### src/rtl/cu_pkg.sv
// Shared types and constants for the control_unit sequencer: state encoding,
// opcodes, ALU/PC function codes and the packed control word.
package cu_pkg;

  localparam int unsigned DATA_W   = 16;
  localparam int unsigned REG_AW   = 3;
  localparam int unsigned FS_W     = 5;
  localparam int unsigned PS_W     = 2;
  localparam int unsigned OP_W     = 4;
  localparam int unsigned STATUS_W = 4;
  localparam int unsigned STATE_W  = 3;
  localparam int unsigned WAIT_W   = 2;
  localparam int unsigned STATUS_Z = 0;

  typedef enum logic [STATE_W-1:0] {
    ST_FETCH  = 3'd0,
    ST_WAIT   = 3'd1,
    ST_DECODE = 3'd2,
    ST_EXEC   = 3'd3,
    ST_MEM    = 3'd4,
    ST_HALT   = 3'd5
  } state_e;

  localparam logic [OP_W-1:0] OP_ADD  = 4'h0;
  localparam logic [OP_W-1:0] OP_SUB  = 4'h1;
  localparam logic [OP_W-1:0] OP_AND  = 4'h2;
  localparam logic [OP_W-1:0] OP_OR   = 4'h3;
  localparam logic [OP_W-1:0] OP_ADDI = 4'h4;
  localparam logic [OP_W-1:0] OP_LD   = 4'h5;
  localparam logic [OP_W-1:0] OP_ST   = 4'h6;
  localparam logic [OP_W-1:0] OP_B    = 4'h7;
  localparam logic [OP_W-1:0] OP_CBZ  = 4'h8;
  localparam logic [OP_W-1:0] OP_HALT = 4'hF;

  localparam logic [FS_W-1:0] FS_PASSA = 5'b00000;
  localparam logic [FS_W-1:0] FS_ADD   = 5'b00010;
  localparam logic [FS_W-1:0] FS_SUB   = 5'b00101;
  localparam logic [FS_W-1:0] FS_AND   = 5'b01000;
  localparam logic [FS_W-1:0] FS_OR    = 5'b01001;

  localparam logic [PS_W-1:0] PS_HOLD = 2'b00;
  localparam logic [PS_W-1:0] PS_INC  = 2'b01;
  localparam logic [PS_W-1:0] PS_LOAD = 2'b10;

  typedef struct packed {
    logic [REG_AW-1:0] aa;
    logic [REG_AW-1:0] ba;
    logic [REG_AW-1:0] da;
    logic              wr;
    logic [FS_W-1:0]   fs;
    logic              c0;
    logic [DATA_W-1:0] k;
    logic              bsel;
    logic              pcsel;
    logic [PS_W-1:0]   ps;
    logic              en_alu;
    logic              en_b;
    logic              en_pc;
    logic              rom_en;
    logic              en_address_alu;
    logic              enaddress_pc;
    logic              mr;
    logic              mw;
    logic              ir_en;
  } ctrl_t;

  function automatic logic [DATA_W-1:0] sext6(input logic [5:0] imm);
    return {{(DATA_W-6){imm[5]}}, imm};
  endfunction

  function automatic logic [DATA_W-1:0] zext9(input logic [8:0] imm);
    return {{(DATA_W-9){1'b0}}, imm};
  endfunction

  function automatic logic [DATA_W-1:0] zext12(input logic [11:0] imm);
    return {{(DATA_W-12){1'b0}}, imm};
  endfunction

  // ALU function for the arithmetic/logic opcodes; ADDI shares the adder.
  function automatic logic [FS_W-1:0] fs_of_op(input logic [OP_W-1:0] op);
    case (op)
      OP_SUB:  return FS_SUB;
      OP_AND:  return FS_AND;
      OP_OR:   return FS_OR;
      default: return FS_ADD;
    endcase
  endfunction

endpackage

### src/rtl/cu_decode.sv
// Combinational control-word decoder: maps the sequencer state and the
// current instruction onto every datapath control input.
module cu_decode
  import cu_pkg::*;
#(
  parameter int unsigned FETCH_WAIT = 0
) (
  input  state_e            i_state,
  input  logic [DATA_W-1:0] i_ir,
  input  logic              i_zero,
  input  logic              i_fetch_go,
  input  logic              i_wait_last,
  output ctrl_t             o_ctrl_c
);

  localparam bit FETCH_LOADS_IR = (FETCH_WAIT == 0);

  logic [OP_W-1:0]   w_op;
  logic [REG_AW-1:0] w_rd;
  logic [REG_AW-1:0] w_ra;
  logic [REG_AW-1:0] w_rb;
  logic [5:0]        w_imm6;
  logic [8:0]        w_imm9;
  logic [11:0]       w_imm12;

  assign w_op    = i_ir[15:12];
  assign w_rd    = i_ir[11:9];
  assign w_ra    = i_ir[8:6];
  assign w_rb    = i_ir[5:3];
  assign w_imm6  = i_ir[5:0];
  assign w_imm9  = i_ir[8:0];
  assign w_imm12 = i_ir[11:0];

  always_comb begin
    o_ctrl_c = '0;
    case (i_state)
      ST_FETCH: begin
        if (i_fetch_go) begin
          o_ctrl_c.enaddress_pc = 1'b1;
          o_ctrl_c.rom_en       = 1'b1;
          if (FETCH_LOADS_IR) begin
            o_ctrl_c.ir_en = 1'b1;
            o_ctrl_c.ps    = PS_INC;
          end
        end
      end
      ST_WAIT: begin
        o_ctrl_c.enaddress_pc = 1'b1;
        o_ctrl_c.rom_en       = 1'b1;
        if (i_wait_last) begin
          o_ctrl_c.ir_en = 1'b1;
          o_ctrl_c.ps    = PS_INC;
        end
      end
      ST_EXEC: begin
        case (w_op)
          OP_ADD, OP_SUB, OP_AND, OP_OR, OP_ADDI: begin
            o_ctrl_c.aa     = w_ra;
            o_ctrl_c.da     = w_rd;
            o_ctrl_c.fs     = fs_of_op(w_op);
            o_ctrl_c.c0     = (w_op == OP_SUB);
            o_ctrl_c.en_alu = 1'b1;
            o_ctrl_c.wr     = 1'b1;
            if (w_op == OP_ADDI) begin
              o_ctrl_c.bsel = 1'b1;
              o_ctrl_c.k    = sext6(w_imm6);
            end else begin
              o_ctrl_c.ba = w_rb;
            end
          end
          OP_LD: begin
            o_ctrl_c.aa             = w_ra;
            o_ctrl_c.bsel           = 1'b1;
            o_ctrl_c.k              = sext6(w_imm6);
            o_ctrl_c.fs             = FS_ADD;
            o_ctrl_c.en_address_alu = 1'b1;
            o_ctrl_c.mr             = 1'b1;
          end
          // Address comes from the ALU (ra + K) while B drives store data.
          OP_ST: begin
            o_ctrl_c.aa             = w_ra;
            o_ctrl_c.ba             = w_rd;
            o_ctrl_c.bsel           = 1'b1;
            o_ctrl_c.k              = sext6(w_imm6);
            o_ctrl_c.fs             = FS_ADD;
            o_ctrl_c.en_address_alu = 1'b1;
            o_ctrl_c.en_b           = 1'b1;
            o_ctrl_c.mw             = 1'b1;
          end
          OP_B: begin
            o_ctrl_c.pcsel = 1'b1;
            o_ctrl_c.k     = zext12(w_imm12);
            o_ctrl_c.ps    = PS_LOAD;
          end
          OP_CBZ: begin
            o_ctrl_c.aa = w_rd;
            o_ctrl_c.fs = FS_PASSA;
            if (i_zero) begin
              o_ctrl_c.pcsel = 1'b1;
              o_ctrl_c.k     = zext9(w_imm9);
              o_ctrl_c.ps    = PS_LOAD;
            end else begin
              o_ctrl_c.ps = PS_HOLD;
            end
          end
          default: ;
        endcase
      end
      // RAM owns the data bus; the ALU keeps the load address on the address bus.
      ST_MEM: begin
        o_ctrl_c.aa             = w_ra;
        o_ctrl_c.bsel           = 1'b1;
        o_ctrl_c.k              = sext6(w_imm6);
        o_ctrl_c.fs             = FS_ADD;
        o_ctrl_c.en_address_alu = 1'b1;
        o_ctrl_c.mr             = 1'b1;
        o_ctrl_c.da             = w_rd;
        o_ctrl_c.wr             = 1'b1;
      end
      default: ;
    endcase
  end

endmodule

### src/rtl/control_unit.sv
// Multi-cycle fetch/decode/execute sequencer for the 16-bit datapath.
// Optional build macro CU_SINGLE_STEP_EN adds the step input for single-stepping.
module control_unit
  import cu_pkg::*;
#(
  parameter int unsigned FETCH_WAIT = 0
) (
  input  logic                clk,
  input  logic                reset,
  input  logic [DATA_W-1:0]   IR_OUT,
  input  logic [STATUS_W-1:0] status,
`ifdef CU_SINGLE_STEP_EN
  input  logic                step,
`endif
  output logic [REG_AW-1:0]   AA,
  output logic [REG_AW-1:0]   BA,
  output logic [REG_AW-1:0]   DA,
  output logic                WR,
  output logic [FS_W-1:0]     FS,
  output logic                C0,
  output logic [DATA_W-1:0]   K,
  output logic                BSEL,
  output logic                PCSEL,
  output logic [PS_W-1:0]     PS,
  output logic                EN_ALU,
  output logic                EN_B,
  output logic                EN_PC,
  output logic                ROM_EN,
  output logic                EN_ADDRESS_ALU,
  output logic                ENADDRESS_PC,
  output logic                MR,
  output logic                MW,
  output logic                IR_EN,
  output logic                halted,
  output logic [STATE_W-1:0]  state_VIZ
);

  localparam int unsigned WAIT_LAST = (FETCH_WAIT == 0) ? 0 : FETCH_WAIT - 1;

  state_e            r_state;
  state_e            w_state_nxt;
  logic [WAIT_W-1:0] r_wait_cnt;
  logic [WAIT_W-1:0] w_wait_nxt;
  logic              r_active;
  logic              w_wait_last;
  logic              w_fetch_go;
  ctrl_t             w_ctrl;
  ctrl_t             w_ctrl_g;
  logic [2:0]        w_unused_status;

  assign w_unused_status = status[STATUS_W-1:1];
  assign w_wait_last     = (r_wait_cnt == WAIT_W'(WAIT_LAST));

`ifdef CU_SINGLE_STEP_EN
  logic r_step_go;

  // A sampled step pulse releases exactly one fetch; cleared once the IR loads.
  always_ff @(posedge clk or negedge reset) begin
    if (!reset) begin
      r_step_go <= 1'b0;
    end else if (r_active && w_ctrl.ir_en) begin
      r_step_go <= 1'b0;
    end else if (r_active && (r_state == ST_FETCH) && step) begin
      r_step_go <= 1'b1;
    end
  end

  assign w_fetch_go = r_step_go;
`else
  assign w_fetch_go = 1'b1;
`endif

  // Sequencing starts on the first edge after reset releases.
  always_ff @(posedge clk or negedge reset) begin
    if (!reset) begin
      r_active <= 1'b0;
    end else begin
      r_active <= 1'b1;
    end
  end

  always_ff @(posedge clk or negedge reset) begin
    if (!reset) begin
      r_state    <= ST_FETCH;
      r_wait_cnt <= '0;
    end else begin
      r_state    <= w_state_nxt;
      r_wait_cnt <= w_wait_nxt;
    end
  end

  always_comb begin
    w_state_nxt = r_state;
    w_wait_nxt  = r_wait_cnt;
    if (r_active) begin
      case (r_state)
        ST_FETCH: begin
          if (w_fetch_go) begin
            if (FETCH_WAIT == 0) begin
              w_state_nxt = ST_DECODE;
            end else begin
              w_state_nxt = ST_WAIT;
              w_wait_nxt  = '0;
            end
          end
        end
        ST_WAIT: begin
          if (w_wait_last) begin
            w_state_nxt = ST_DECODE;
            w_wait_nxt  = '0;
          end else begin
            w_wait_nxt = r_wait_cnt + WAIT_W'(1);
          end
        end
        ST_DECODE: w_state_nxt = (IR_OUT[15:12] == OP_HALT) ? ST_HALT : ST_EXEC;
        ST_EXEC:   w_state_nxt = (IR_OUT[15:12] == OP_LD) ? ST_MEM : ST_FETCH;
        ST_MEM:    w_state_nxt = ST_FETCH;
        ST_HALT:   w_state_nxt = ST_HALT;
        default:   w_state_nxt = ST_FETCH;
      endcase
    end
  end

  cu_decode #(
    .FETCH_WAIT (FETCH_WAIT)
  ) u_decode (
    .i_state     (r_state),
    .i_ir        (IR_OUT),
    .i_zero      (status[STATUS_Z]),
    .i_fetch_go  (w_fetch_go),
    .i_wait_last (w_wait_last),
    .o_ctrl_c    (w_ctrl)
  );

  // Every strobe is forced low while reset is asserted or not yet sequencing.
  assign w_ctrl_g = r_active ? w_ctrl : '0;

  assign AA             = w_ctrl_g.aa;
  assign BA             = w_ctrl_g.ba;
  assign DA             = w_ctrl_g.da;
  assign WR             = w_ctrl_g.wr;
  assign FS             = w_ctrl_g.fs;
  assign C0             = w_ctrl_g.c0;
  assign K              = w_ctrl_g.k;
  assign BSEL           = w_ctrl_g.bsel;
  assign PCSEL          = w_ctrl_g.pcsel;
  assign PS             = w_ctrl_g.ps;
  assign EN_ALU         = w_ctrl_g.en_alu;
  assign EN_B           = w_ctrl_g.en_b;
  assign EN_PC          = w_ctrl_g.en_pc;
  assign ROM_EN         = w_ctrl_g.rom_en;
  assign EN_ADDRESS_ALU = w_ctrl_g.en_address_alu;
  assign ENADDRESS_PC   = w_ctrl_g.enaddress_pc;
  assign MR             = w_ctrl_g.mr;
  assign MW             = w_ctrl_g.mw;
  assign IR_EN          = w_ctrl_g.ir_en;
  assign halted         = r_active && (r_state == ST_HALT);
  assign state_VIZ      = r_state;

endmodule

### config.mk
export PLATFORM = sky130hd
export DESIGN_NAME = control_unit
export DESIGN_NICKNAME = d
export VERILOG_FILES = /design/src/rtl/cu_pkg.sv /design/src/rtl/cu_decode.sv /design/src/rtl/control_unit.sv
export SDC_FILE = /design/constraint.sdc
export NUM_CORES = 1
export LEC_CHECK = 0
export ABC_AREA = 1
export BUFFER_PORTS_ARGS = -buffer_cell sky130_fd_sc_hd__buf_2
export CORE_ASPECT_RATIO = 0.6
export CORE_MARGIN = 1
export CORE_UTILIZATION = 41
export CTS_BUF_LIST = sky130_fd_sc_hd__clkbuf_8
export CTS_CLUSTER_DIAMETER = 60
export DETAILED_ROUTE_END_ITERATION = 8
export GPL_TIMING_DRIVEN = 0
export PLACE_DENSITY = 0.82
export SLEW_MARGIN = 20
export SYNTH_ARGS = -nofsm -noshare
export SYNTH_HDL_FRONTEND = slang
export SYNTH_SLANG_ARGS = --single-unit
### constraint.sdc
create_clock -name clk -period 1.9 [get_ports clk]
set_input_delay 0.38 -clock clk [delete_from_list [all_inputs] [get_ports clk]]
set_output_delay 0.38 -clock clk [all_outputs]
set_load 0.01 [all_outputs]
Word level (Yosys, flattened, before mapping)
Cells that the tools add are included.
{ "word_totals": {"register_bits": 6, "latch_bits": 0, "mem_bits_rw": 0, "mem_bits_ro": 0, "input_bits": 22, "wordCells": 68, "mem_count": 0} }
{ "classes": {"n_addsub": 1, "multipliers": 0, "n_div": 0, "n_lt_le_gt_ge": 0, "eq_ne": 15, "shift": 0, "muxes": 39, "n_bitwise": 0, "reduce_logical": 10} }
{ "op_table": {"columns": ["op", "count"], "rows": [
  ["16-bit one-hot mux with 4 select lines", 1],
  ["45-bit two-way mux", 1],
  ["17-bit one-hot mux with 2 select lines", 1],
  ["3-bit one-hot mux with 2 select lines", 4],
  ["9-bit one-hot mux with 2 select lines", 1],
  ["17-bit two-way mux", 1],
  ["4-bit by 3-bit == test with 1-bit output, second input constant", 4],
  ["3-bit two-way mux", 5],
  ["3-bit one-hot mux with 5 select lines", 1],
  ["1-bit two-way mux", 12],
  ["4-bit one-hot mux with 3 select lines", 1],
  ["9-bit two-way mux", 1],
  ["4-bit by 2-bit == test with 1-bit output, second input constant", 2],
  ["4-bit == test, second input constant", 2],
  ["1-bit one-hot mux with 2 select lines", 4],
  ["4-bit one-hot mux with 2 select lines", 1],
  ["7-bit OR reduction", 1],
  ["3-bit by 2-bit == test with 1-bit output, second input constant", 2],
  ["3-bit == test, second input constant", 2],
  ["2-bit two-way mux", 3],
  ["2-bit one-hot mux with 3 select lines", 1],
  ["5-bit OR reduction", 1],
  ["4-bit by 1-bit == test with 1-bit output, second input constant", 1],
  ["4-bit zero test", 1],
  ["9 further kinds", 11]
]} }

Depth between registers and ports, before layout
{ "logic_depth": {"ltp_word": 5, "ltp_mapped": 8, "mapped_depth_nobuf": 7} }

By module
From an unflattened synthesis, not the netlist that was laid out.
{ "hier_totals": {"cells_unflattened": 266, "hier_area_um2": 1357.6} }
{ "by_module_without_submodules": {"columns": ["mod", "instances", "cells_each", "area_each_um2", "seq_area_each_um2"], "rows": [
  ["control_unit", 1, 147, 733.2, 150.1],
  ["cu_decode", 1, 119, 624.3, 0.0]
]} }

Least setup slack after synthesis
No wires, ideal clock.
{ "synth_timing": {"path_kind": "flip-flop to output port", "startpoint": "register r_state[0] (netlist: state_VIZ[0])", "endpoint": "output port IR_EN", "arrival_ps": 1455, "path_slack_ps": 65, "path_stages_with_launch": 6, "cell_sequence": "dfrtp_1 -> inv_1 -> nor2_1 -> nand2_1 -> a21oi_1 -> a21boi_0"} }
{ "synth_via": {"elab_chain_len": 3, "elab_cells_between_ends": 4, "cone_classes": "eq/ne: 1; mux: 2; reduce/logical: 1"} }
{ "synth_lines": {"columns": ["item", "line", "rtl"], "rows": [
  ["start, declared", "control_unit.sv:40", "state_e r_state;"],
  ["start signal, assigned", "control_unit.sv:87", "r_state <= w_state_nxt;"],
  ["3-bit by 1-bit == test with 1-bit output / 3-bit zero test (equally long branches)", "cu_decode.sv:36", "case (i_state)"],
  ["1-bit one-hot mux with 2 select lines (*)", "cu_decode.sv:36", null],
  ["45-bit two-way mux (*)", "control_unit.sv:136", "assign w_ctrl_g = r_active ? w_ctrl : '0;"],
  ["end, declared", "control_unit.sv:33", "output logic IR_EN,"]
]} }
Mark *: on every way between the ends. The rest lies on a longest branch, timed or not.

Final worst setup path
{ "layout_timing": {"startpoint": "register r_state[1] (netlist: state_VIZ[1])", "endpoint": "output port K[13]"} }
{ "layout_via": {"elab_chain_len": 3, "elab_cells_between_ends": 4, "cone_classes": "eq/ne: 2; mux: 2"} }
{ "layout_lines": {"columns": ["item", "line", "rtl"], "rows": [
  ["3-bit == test / 3-bit by 2-bit == test with 1-bit output (equally long branches)", "cu_decode.sv:36", null],
  ["17-bit one-hot mux with 2 select lines (*)", "cu_decode.sv:36", null],
  ["45-bit two-way mux (*)", "control_unit.sv:136", null],
  ["end, declared", "control_unit.sv:21", "output logic [DATA_W-1:0] K,"]
]} }
Marks and branches as above.

==> impl_metrics.json <==
{
  "end_kind": "primary output",
  "drt-initial-drc-count": 124,
  "cap_violations": 0,
  "wl_per_cell_um": 13.7,
  "antenna_cells": 0,
  "cp_max_fo": 7,
  "synth_cell_types": 23,
  "avgSynthCellArea_um2": 5.50,
  "grt_max_degree": 11,
  "power.leakage_uw": 0.00105,
  "dieWidth_um": 64.2,
  "final_common_cell": "buf_2",
  "arrival_ns": 1.61,
  "drt_first_pass_iters": 5,
  "antenna_left": 0,
  "endpoint": "K[13]",
  "root_buffer": "clkbuf_8",
  "regArea_um2": 154,
  "vias_per_cell": 5.23,
  "rr_startpoint": "state_VIZ[2]",
  "start_util": 0.437,
  "io_pins": 71,
  "reg2reg_depth": 7,
  "fillers": 163,
  "place_inst": 268,
  "crit_path_frequent_cell": "nand2_2",
  "startpoint": "state_VIZ[1]",
  "hold_violations": 0,
  "grt_pass1_wl_um": 4800,
  "die-height_um": 39.3,
  "r2r_end": "state_VIZ[0]",
  "utilization": 0.784,
  "clk_pin_slew_worst_paths_ns": 0.04,
  "final_cell_mix": "buf_2, nand2_1, inv_1",
  "yosysWarnings": 0,
  "final_nets": 287,
  "htreeDepth": 1,
  "synth_seq_area_share": 0.158,
  "finalMaxSlewViolations": 0,
  "finClkSkew_ns": 0.00290,
  "hold_ws_ns": 0.497,
  "place.gp.congestion": 0.917,
  "insertion_delay_ns": 0.23,
  "fin_crit_ns": 1.99,
  "min_path_type": "in -> async",
  "core_um2": 2180,
  "via_count": 1523,
  "die_area_um2": 2530,
  "slowest_stage": "dfrtp_2",
  "ir_worst_vdd_uv": 800,
  "layout-drive-gt1-share": 0.548,
  "finalNonFillerCells": 291,
  "cts_num_sinks": 6,
  "slowest_delay_ns": 0.47,
  "cts_buffers": 3,
  "grt_setup_unrepaired": "yes",
  "critPathKind": "reg -> out",
  "setup_violations": 22,
  "outcome": "complete, but fails checks",
  "multi_input_area_um2": 787,
  "synth_cells": 173,
  "post-route-drc-count": 0,
  "syn2layout_area_growth_pct": 79.4,
  "p_per_area_nw_per_um2": 737,
  "synthTopCellsByArea": "nand2_1, dfrtp_1, inv_1",
  "rrSetupSlack_ns": 0.57,
  "required_ns": 1.52,
  "hpwl_um": 2430,
  "port_buffers": 64,
  "violations": "setup timing",
  "track_usage": 0.265,
  "cts_tree": "yes",
  "crit_chain": "nand2_2 -> nor2_2 -> nand4_1 -> nand2_2 -> nand2_4 -> inv_2 -> buf_4 -> buf_2",
  "rows": 13,
  "synth_top_cell_by_area": "nand2_1",
  "grt-ovfl-total": 0,
  "max_freq_mhz": 503,
  "drt_wl_total_um": 3980,
  "min_period_over_period": 1.05,
  "place_ws_ns": -0.0183,
  "antenna_found_initial": 0,
  "postLayoutSetupSlackWorst_ns": -0.0890,
  "netlist_area_um2": 952,
  "cts_max_path_buffers": 2,
  "grt_pass1_vias": 1046,
  "synth-seq-cells": 6,
  "startpoint_type": "flip-flop",
  "synth_top_area_frac": 0.185,
  "tns_ns": -1.01
}
per-layer routing:
layer  wire length (µm)  vias to the layer above  GRT usage  part of all wire
li1                   -                      725          -                 -
met1               1710                      694      0.374              0.43
met2               1750                       93      0.380              0.44
met3                441                       11     0.0901              0.11
met4                 79                        0     0.0667             0.020
met5                  0                        -          0                 0
power by group:
part | switching [µW] | internal, µW
clock network | 61.7 | 137
logic | 461 | 346
registers | 75.6 | 178
cells by family after synthesis:
logic type / synth area share
fa+ha+maj: 0.0263
simple gates: 0.442
buf+inv: 0.198
flops: 0.158
other cells: 0.00789
compound gates: 0.168
flip-flops by register name, summed over array words and instances, names as in the netlist:
signal      flops
r_wait_cnt      2
state_VIZ       3
r_active        1
metrics by stage:
| stage | total power, µW | cell area (µm²) |
|---|---|---|
| after global routing | 1340 | 1710 |
| final | 1260 | 1710 |
| after CTS | 1070 | 1500 |
| after detailed placement | 742 | 1310 |
| after global placement | 727 | 1310 |
| after floorplan | 562 | 956 |
synthesized netlist by cell type:
library cell  number
inv_1             32
nor3_1             1
a21boi_0           3
o21ai_0            9
nor2_1            20
nand4_1            6
nand2_2            1
buf_4              7
nand4_2            1
nor4_1             2
nand3_1           12
buf_2              1
nor2_4             1
nor3_4             1
o22ai_1            3
nand3b_1           1
conb_1             2
ha_1               2
nand2_1           47
dfrtp_1            6
buf_6              1
a21oi_1           13
o21ai_2            1
area by class of cell:
class,instances,share of cell area
multi-input combinational,127,0.461
sequential,6,0.0901
tap,30,0.0220
timing repair buffer,84,0.286
clock buffer,3,0.0242
inverter,32,0.0769
buffer,9,0.0403
worst min-delay path by stage:
stage / end / slack [ns] / cells after the start
global route: state_VIZ[0] / 0.52 / 2
floorplan: r_active / 0.08 / 0
finish: r_wait_cnt[0] / 0.50 / 2
CTS: r_active / 0.50 / 2
detailed placement: state_VIZ[2] / 0.21 / 1
global placement: state_VIZ[2] / 0.21 / 1
worst max-delay path, delay by kind of cell (launching register included):
kind          cells  cell delay [ns]
buf+inv           3             0.28
flops             1             0.47
simple gates      5             0.63
what timing repair did:
action                     CTS  global route
hold endpoints to repair     6             0
setup endpoints to repair   35            34
gates resized for setup     20            46
buffers inserted            12             8
hold buffers                 1             0
pin swaps                    2            17
Note: power is estimated with default switching activity, not from simulation.
